## config.mk

```make
export PLATFORM = sky130hd
export DESIGN_NAME = serial_pattern_tx_flat
export DESIGN_NICKNAME = d
export VERILOG_FILES = /design/src/rtl/serial_pattern_tx_if.sv /design/src/rtl/serial_pattern_tx.sv /design/src/flat_wrapper.sv
export SDC_FILE = /design/constraint.sdc
export NUM_CORES = 1
export LEC_CHECK = 0
export ABC_AREA = 1
export CAP_MARGIN = 20
export CORE_UTILIZATION = 43
export DETAILED_ROUTE_END_ITERATION = 8
export PLACE_DENSITY = 0.67
export SETUP_SLACK_MARGIN = 0.2
export SYNTH_ARGS = -nofsm -noshare
export SYNTH_HDL_FRONTEND = slang
export SYNTH_SLANG_ARGS = --single-unit
```

## constraint.sdc

```tcl
create_clock -name clk -period 3.9 [get_ports clk]
set_input_delay 1.17 -clock clk [delete_from_list [all_inputs] [get_ports clk]]
set_output_delay 1.17 -clock clk [all_outputs]
set_load 0.01 [all_outputs]
```

## src/rtl/serial_pattern_tx_if.sv

```systemverilog
// serial_pattern_tx_if: start handshake, pattern fields and serial stream of serial_pattern_tx
interface serial_pattern_tx_if #(
  parameter int PAT_W = 4,
  parameter int CNT_W = 4,
  parameter int GAP_W = 4
);
  logic             start;
  logic [PAT_W-1:0] pattern;
  logic [CNT_W-1:0] repeat_n;
  logic [GAP_W-1:0] gap;
  logic             abort;
  logic             x;
  logic             x_valid;
  logic             busy;
  logic             done;
  logic [CNT_W-1:0] sent_cnt;
  modport master (output start, pattern, repeat_n, gap, abort,
                  input x, x_valid, busy, done, sent_cnt);
  modport slave  (input start, pattern, repeat_n, gap, abort,
                  output x, x_valid, busy, done, sent_cnt);
endinterface

```

## src/rtl/serial_pattern_tx.sv

```systemverilog
// serial_pattern_tx: serializes a latched pattern MSB-first, repeated with zero-gap bits between repetitions
module serial_pattern_tx #(
  parameter int PAT_W = 4,
  parameter int CNT_W = 4,
  parameter int GAP_W = 4
) (
  input logic clk,
  input logic rst,
  serial_pattern_tx_if.slave bus
);
  localparam int IW = (PAT_W > 1) ? $clog2(PAT_W) : 1;
  localparam logic [IW-1:0] LAST = IW'(PAT_W - 1);
  typedef enum logic [1:0] {IDLE, SHIFT, GAP, FIN} state_t;
  state_t state;
  logic [PAT_W-1:0] sr;
  logic [IW-1:0] idx;
  logic [CNT_W-1:0] rep_left, sent_cnt;
  logic [GAP_W-1:0] gap_len, gcnt;
  logic x, x_valid, busy, done;
  assign bus.x = x;
  assign bus.x_valid = x_valid;
  assign bus.busy = busy;
  assign bus.done = done;
  assign bus.sent_cnt = sent_cnt;
  // Outputs are registered one state ahead: each branch loads what the next cycle shows.
  always_ff @(posedge clk or posedge rst) begin
    if (rst) begin
      state <= IDLE;
      sr <= '0;
      idx <= '0;
      rep_left <= '0;
      gap_len <= '0;
      gcnt <= '0;
      sent_cnt <= '0;
      x <= 1'b0;
      x_valid <= 1'b0;
      busy <= 1'b0;
      done <= 1'b0;
    end else begin
      case (state)
        IDLE: if (bus.start) begin
          sr <= bus.pattern;
          rep_left <= bus.repeat_n;
          gap_len <= bus.gap;
          sent_cnt <= '0;
          idx <= LAST;
          x <= bus.pattern[PAT_W-1] & (bus.repeat_n != '0);
          x_valid <= bus.repeat_n != '0;
          busy <= bus.repeat_n != '0;
          done <= bus.repeat_n == '0;
          state <= (bus.repeat_n != '0) ? SHIFT : FIN;
        end
        SHIFT: if (bus.abort) begin
          state <= IDLE;
          x <= 1'b0;
          x_valid <= 1'b0;
          busy <= 1'b0;
        end else if (idx != '0) begin
          idx <= idx - 1'b1;
          x <= sr[idx - 1'b1];
        end else begin
          sent_cnt <= (&sent_cnt) ? sent_cnt : sent_cnt + 1'b1;
          rep_left <= rep_left - 1'b1;
          if (rep_left == CNT_W'(1)) begin
            state <= FIN;
            x <= 1'b0;
            x_valid <= 1'b0;
            busy <= 1'b0;
            done <= 1'b1;
          end else if (gap_len != '0) begin
            state <= GAP;
            gcnt <= gap_len;
            x <= 1'b0;
          end else begin
            idx <= LAST;
            x <= sr[PAT_W-1];
          end
        end
        GAP: if (bus.abort) begin
          state <= IDLE;
          x_valid <= 1'b0;
          busy <= 1'b0;
        end else if (gcnt == GAP_W'(1)) begin
          state <= SHIFT;
          idx <= LAST;
          x <= sr[PAT_W-1];
        end else begin
          gcnt <= gcnt - 1'b1;
        end
        default: begin
          done <= 1'b0;
          state <= IDLE;
        end
      endcase
    end
  end
endmodule

```

## src/flat_wrapper.sv

```systemverilog
// flat-port wrapper written by rule: the top's interface ports become plain ports
module serial_pattern_tx_flat 
#(
  parameter int PAT_W = 4,
  parameter int CNT_W = 4,
  parameter int GAP_W = 4
)
  (clk, rst, bus_start, bus_pattern, bus_repeat_n, bus_gap, bus_abort, bus_x, bus_x_valid, bus_busy, bus_done, bus_sent_cnt);
  serial_pattern_tx_if #(.PAT_W(PAT_W), .CNT_W(CNT_W), .GAP_W(GAP_W)) bus_i ();
  input logic clk;
  input logic rst;
  input wire logic [$bits(bus_i.start)-1:0] bus_start;
  input wire logic [$bits(bus_i.pattern)-1:0] bus_pattern;
  input wire logic [$bits(bus_i.repeat_n)-1:0] bus_repeat_n;
  input wire logic [$bits(bus_i.gap)-1:0] bus_gap;
  input wire logic [$bits(bus_i.abort)-1:0] bus_abort;
  output wire logic [$bits(bus_i.x)-1:0] bus_x;
  output wire logic [$bits(bus_i.x_valid)-1:0] bus_x_valid;
  output wire logic [$bits(bus_i.busy)-1:0] bus_busy;
  output wire logic [$bits(bus_i.done)-1:0] bus_done;
  output wire logic [$bits(bus_i.sent_cnt)-1:0] bus_sent_cnt;
  assign bus_i.start = bus_start;
  assign bus_i.pattern = bus_pattern;
  assign bus_i.repeat_n = bus_repeat_n;
  assign bus_i.gap = bus_gap;
  assign bus_i.abort = bus_abort;
  assign bus_x = bus_i.x;
  assign bus_x_valid = bus_i.x_valid;
  assign bus_busy = bus_i.busy;
  assign bus_done = bus_i.done;
  assign bus_sent_cnt = bus_i.sent_cnt;
  serial_pattern_tx #(.PAT_W(PAT_W), .CNT_W(CNT_W), .GAP_W(GAP_W)) u_core (.clk(clk), .rst(rst), .bus(bus_i));
endmodule
```

==> results.md <==
* Largest net degree at the start of global routing at 28
* Drt total wl at 3350 um
* Total of max-cap violations at 0
* Number of cells on the critical path at 1
* Core footprint at 3660 um^2
* Period utilisation layout at 0.622
* Syn Std Cell Area at 1650 um^2
* Vias in the first global route at 1,261
* Die X at roughly 64 um
* Busiest grt layer: met2
* DR iter-0 viols at between 70 and 80
* Worst skew pair latency at 270 ps
* Total power at 1.53 mW
* NetSw at 0.685 mW
* WP data arrival at 1260 ps
* Hold path depth at 2
* I/O Buffers at 23
* Maximum VDD drop at 315 uV
* CP top delay family: buffers and inverters
* Worst Path Buf+Inv at 1
* CP max stage delay at around 560 ps
* Critical path fanouts, max at 4
* Hold/Removal Path Class: register to register
* Slew headroom at 0.606
* Worst path slowest cell: clkdlybuf4s50_1
* Outcome: finished, final reports clean
* Num CTS Buffers at 3
* Initial core utilization at 0.450
* Commonest non-fill, non-tap cells in the layout: nand2_1 (45), inv_1 (27), dfrtp_1 (27)
* Htree depth at 1
* Gate Count Post-Synth at 210
* Tightest Pin Transition at 591 ps
* Post-CTS resize count at 0
* Total grt overflow at 0
* Sw frac at 0.449
* Share of power burned in registers at 0.327
* RD Place Congestion at 0.866
* Final ANT Viol Nets at 0
* DRC viols at 0
* Combinational power share at 0.568
* M2 GR Usage at 0.273
* Clock power frac at 0.104
* Max Transition Viols Final at 0
* Total GRT Usage at 0.179
* Final setup fails at 0
* Min Tclk post-route at 2430 ps
* GR Util met3 at 0.0232
* Pwr/cell area at 766 nW/um^2
* Primary FF master, synth: dfrtp_1
* Initial antenna violation count at 0
* Die area at between 4000 and 5000 um^2
* Die height at 63.9 um
* P&R area growth vs syn at 20.9%
* Mapped Nets at 236
* Dpl hpwl at between 2000 and 2500 um
* Antenna diode count at 0
* Via Count at approximately 1,400
* Commonest non-fill, non-tap cell in the layout: nand2_1
* Cell breakdown of the critical path: clkdlybuf4s50_1
* Clock sinks at 27
* Vias per inst at approximately 5
* F_max at 412 MHz
* Critical path class: register to primary output
* Leakage at 0.961 nW
* Register bit total from synthesis at 27
* Boundary pin count at 24
* Layout Skew at 5.05 ps
* CTS tree: yes
* Clock transition at path regs at 90 ps
* Post-CTS setup buffers at 0
* Synth warn at 0
* Row count at 22
* DR pass1 iterations at 4
* Async SR Flop Fraction at 1.00
* CP required at 2730 ps
* RSZ-0062 raised after global routing: no
* Clk root buf: clkbuf_8
* Pint at approximately 0.84 mW
* Nets at 262
* Maximum buffer depth of the clock tree at 2
* Syn_area_per_cell at 7.85 um^2
* Post-synth EDFFs at 0
* Layout cells sized above 1 at 0.0809
* Crit. End Element: primary output
* Setup crit start kind: register
* Met1 usage at 0.257
* Util after Layout at 0.544
* Synth unique cells at 27
* Setup_tns at 0 ps
* WL per Instance at 11.8 um
* Final hold viol count at 0
* Worst Reg-to-Reg Cells at 9
* Global-route wire length before repair at 5700 um
* Sequential area share after synthesis at 0.410
* CTS Hold Bufs at 0
## power groups by stage
| stage | clock network (mW) | registers (mW) | logic (mW) |
|---|---|---|---|
| floorplan | 0 | 0.495 | 0.648 |
| global placement | 0 | 0.503 | 0.847 |
| detailed placement | 0 | 0.507 | 0.857 |
| CTS | 0.165 | 0.500 | 0.863 |
| global route | 0.179 | 0.518 | 0.990 |
| finish | 0.159 | 0.499 | 0.866 |
## area by class of cell
class                      instances  area, um^2
inverter                          29         109
timing repair buffer              24         258
sequential                        27         676
multi-input combinational        151         845
tap                               48        60.1
clock buffer                       4        45.0
fill                             347        1670
## path summary, 6_finish.rpt
kind                                      endpoint                    from  slack, ps
worst max register to register      u_core.gcnt[0]         u_core.state[1]       1720
min in group asynchronous             u_core.sr[2]                     rst       1250
worst min register to register       u_core.idx[1]           u_core.idx[1]        500
worst max-delay path               bus_sent_cnt[3]  u_core.bus.sent_cnt[3]       1470
max in group asynchronous       u_core.bus.x_valid                     rst       2170
worst min-delay path                 u_core.idx[1]           u_core.idx[1]        500
## worst register-to-register path: cells and delay by family, from the launching register on
kind	cells	cell delay, ps
flops	1	410
fa+ha+maj	1	450
simple gates	4	620
buf+inv	2	430
compound gates	2	150
## sequential cells by signal, indices dropped and copies added, names as in the netlist
register and count:
u_core.bus.sent_cnt 4, u_core.gap_len 4, u_core.gcnt 4, u_core.rep_left 4, u_core.sr 4, u_core.idx 2
u_core.state 2, u_core.bus.done 1, u_core.bus.x 1, u_core.bus.x_valid 1
## stage by stage
| stage | setup WS, ps | cells | hold WS, ps | instance area, um^2 |
|---|---|---|---|---|
| floorplan | 1980 | 210 | 442 | 1650 |
| global placement | 1230 | 278 | 474 | 1920 |
| detailed placement | 1210 | 278 | 481 | 1920 |
| CTS | 1470 | 282 | 502 | 1960 |
| global route | 1370 | 283 | 520 | 1990 |
| finish | 1470 | 283 | 497 | 1990 |
## synthesized netlist by cell type (3+ instances only)
library cell / n / area share
nor2_1: 20 / 0.046
mux2_2: 6 / 0.041
inv_1: 27 / 0.062
ha_1: 10 / 0.076
nand3b_1: 3 / 0.014
nand4_1: 5 / 0.019
o21ai_1: 3 / 0.0091
a21oi_1: 11 / 0.033
xor2_1: 4 / 0.021
nand2_1: 45 / 0.10
o21ai_0: 19 / 0.058
nand3_1: 13 / 0.039
dfrtp_1: 27 / 0.41
## metal layers
metal / share of wire / wire, um / up-vias
met1: 0.51 / 1710 / 652
met2: 0.44 / 1480 / 26
met3: 0.030 / 102 / 5
li1: - / - / 736
met5: 0 / 0 / -
met4: 0.014 / 48 / 0
## cells by family (layout without fill, tap and decap cells)
| kind of cell | Yosys count | in the layout | share of synthesized area |
|---|---|---|---|
| buf+inv | 32 | 57 | 0.0774 |
| compound gates | 38 | 38 | 0.123 |
| xor+xnor | 4 | 4 | 0.0213 |
| mux | 6 | 6 | 0.0410 |
| simple gates | 93 | 93 | 0.251 |
| fa+ha+maj | 10 | 10 | 0.0759 |
| flops | 27 | 27 | 0.410 |
Note: power is estimated with default switching activity, not from simulation.
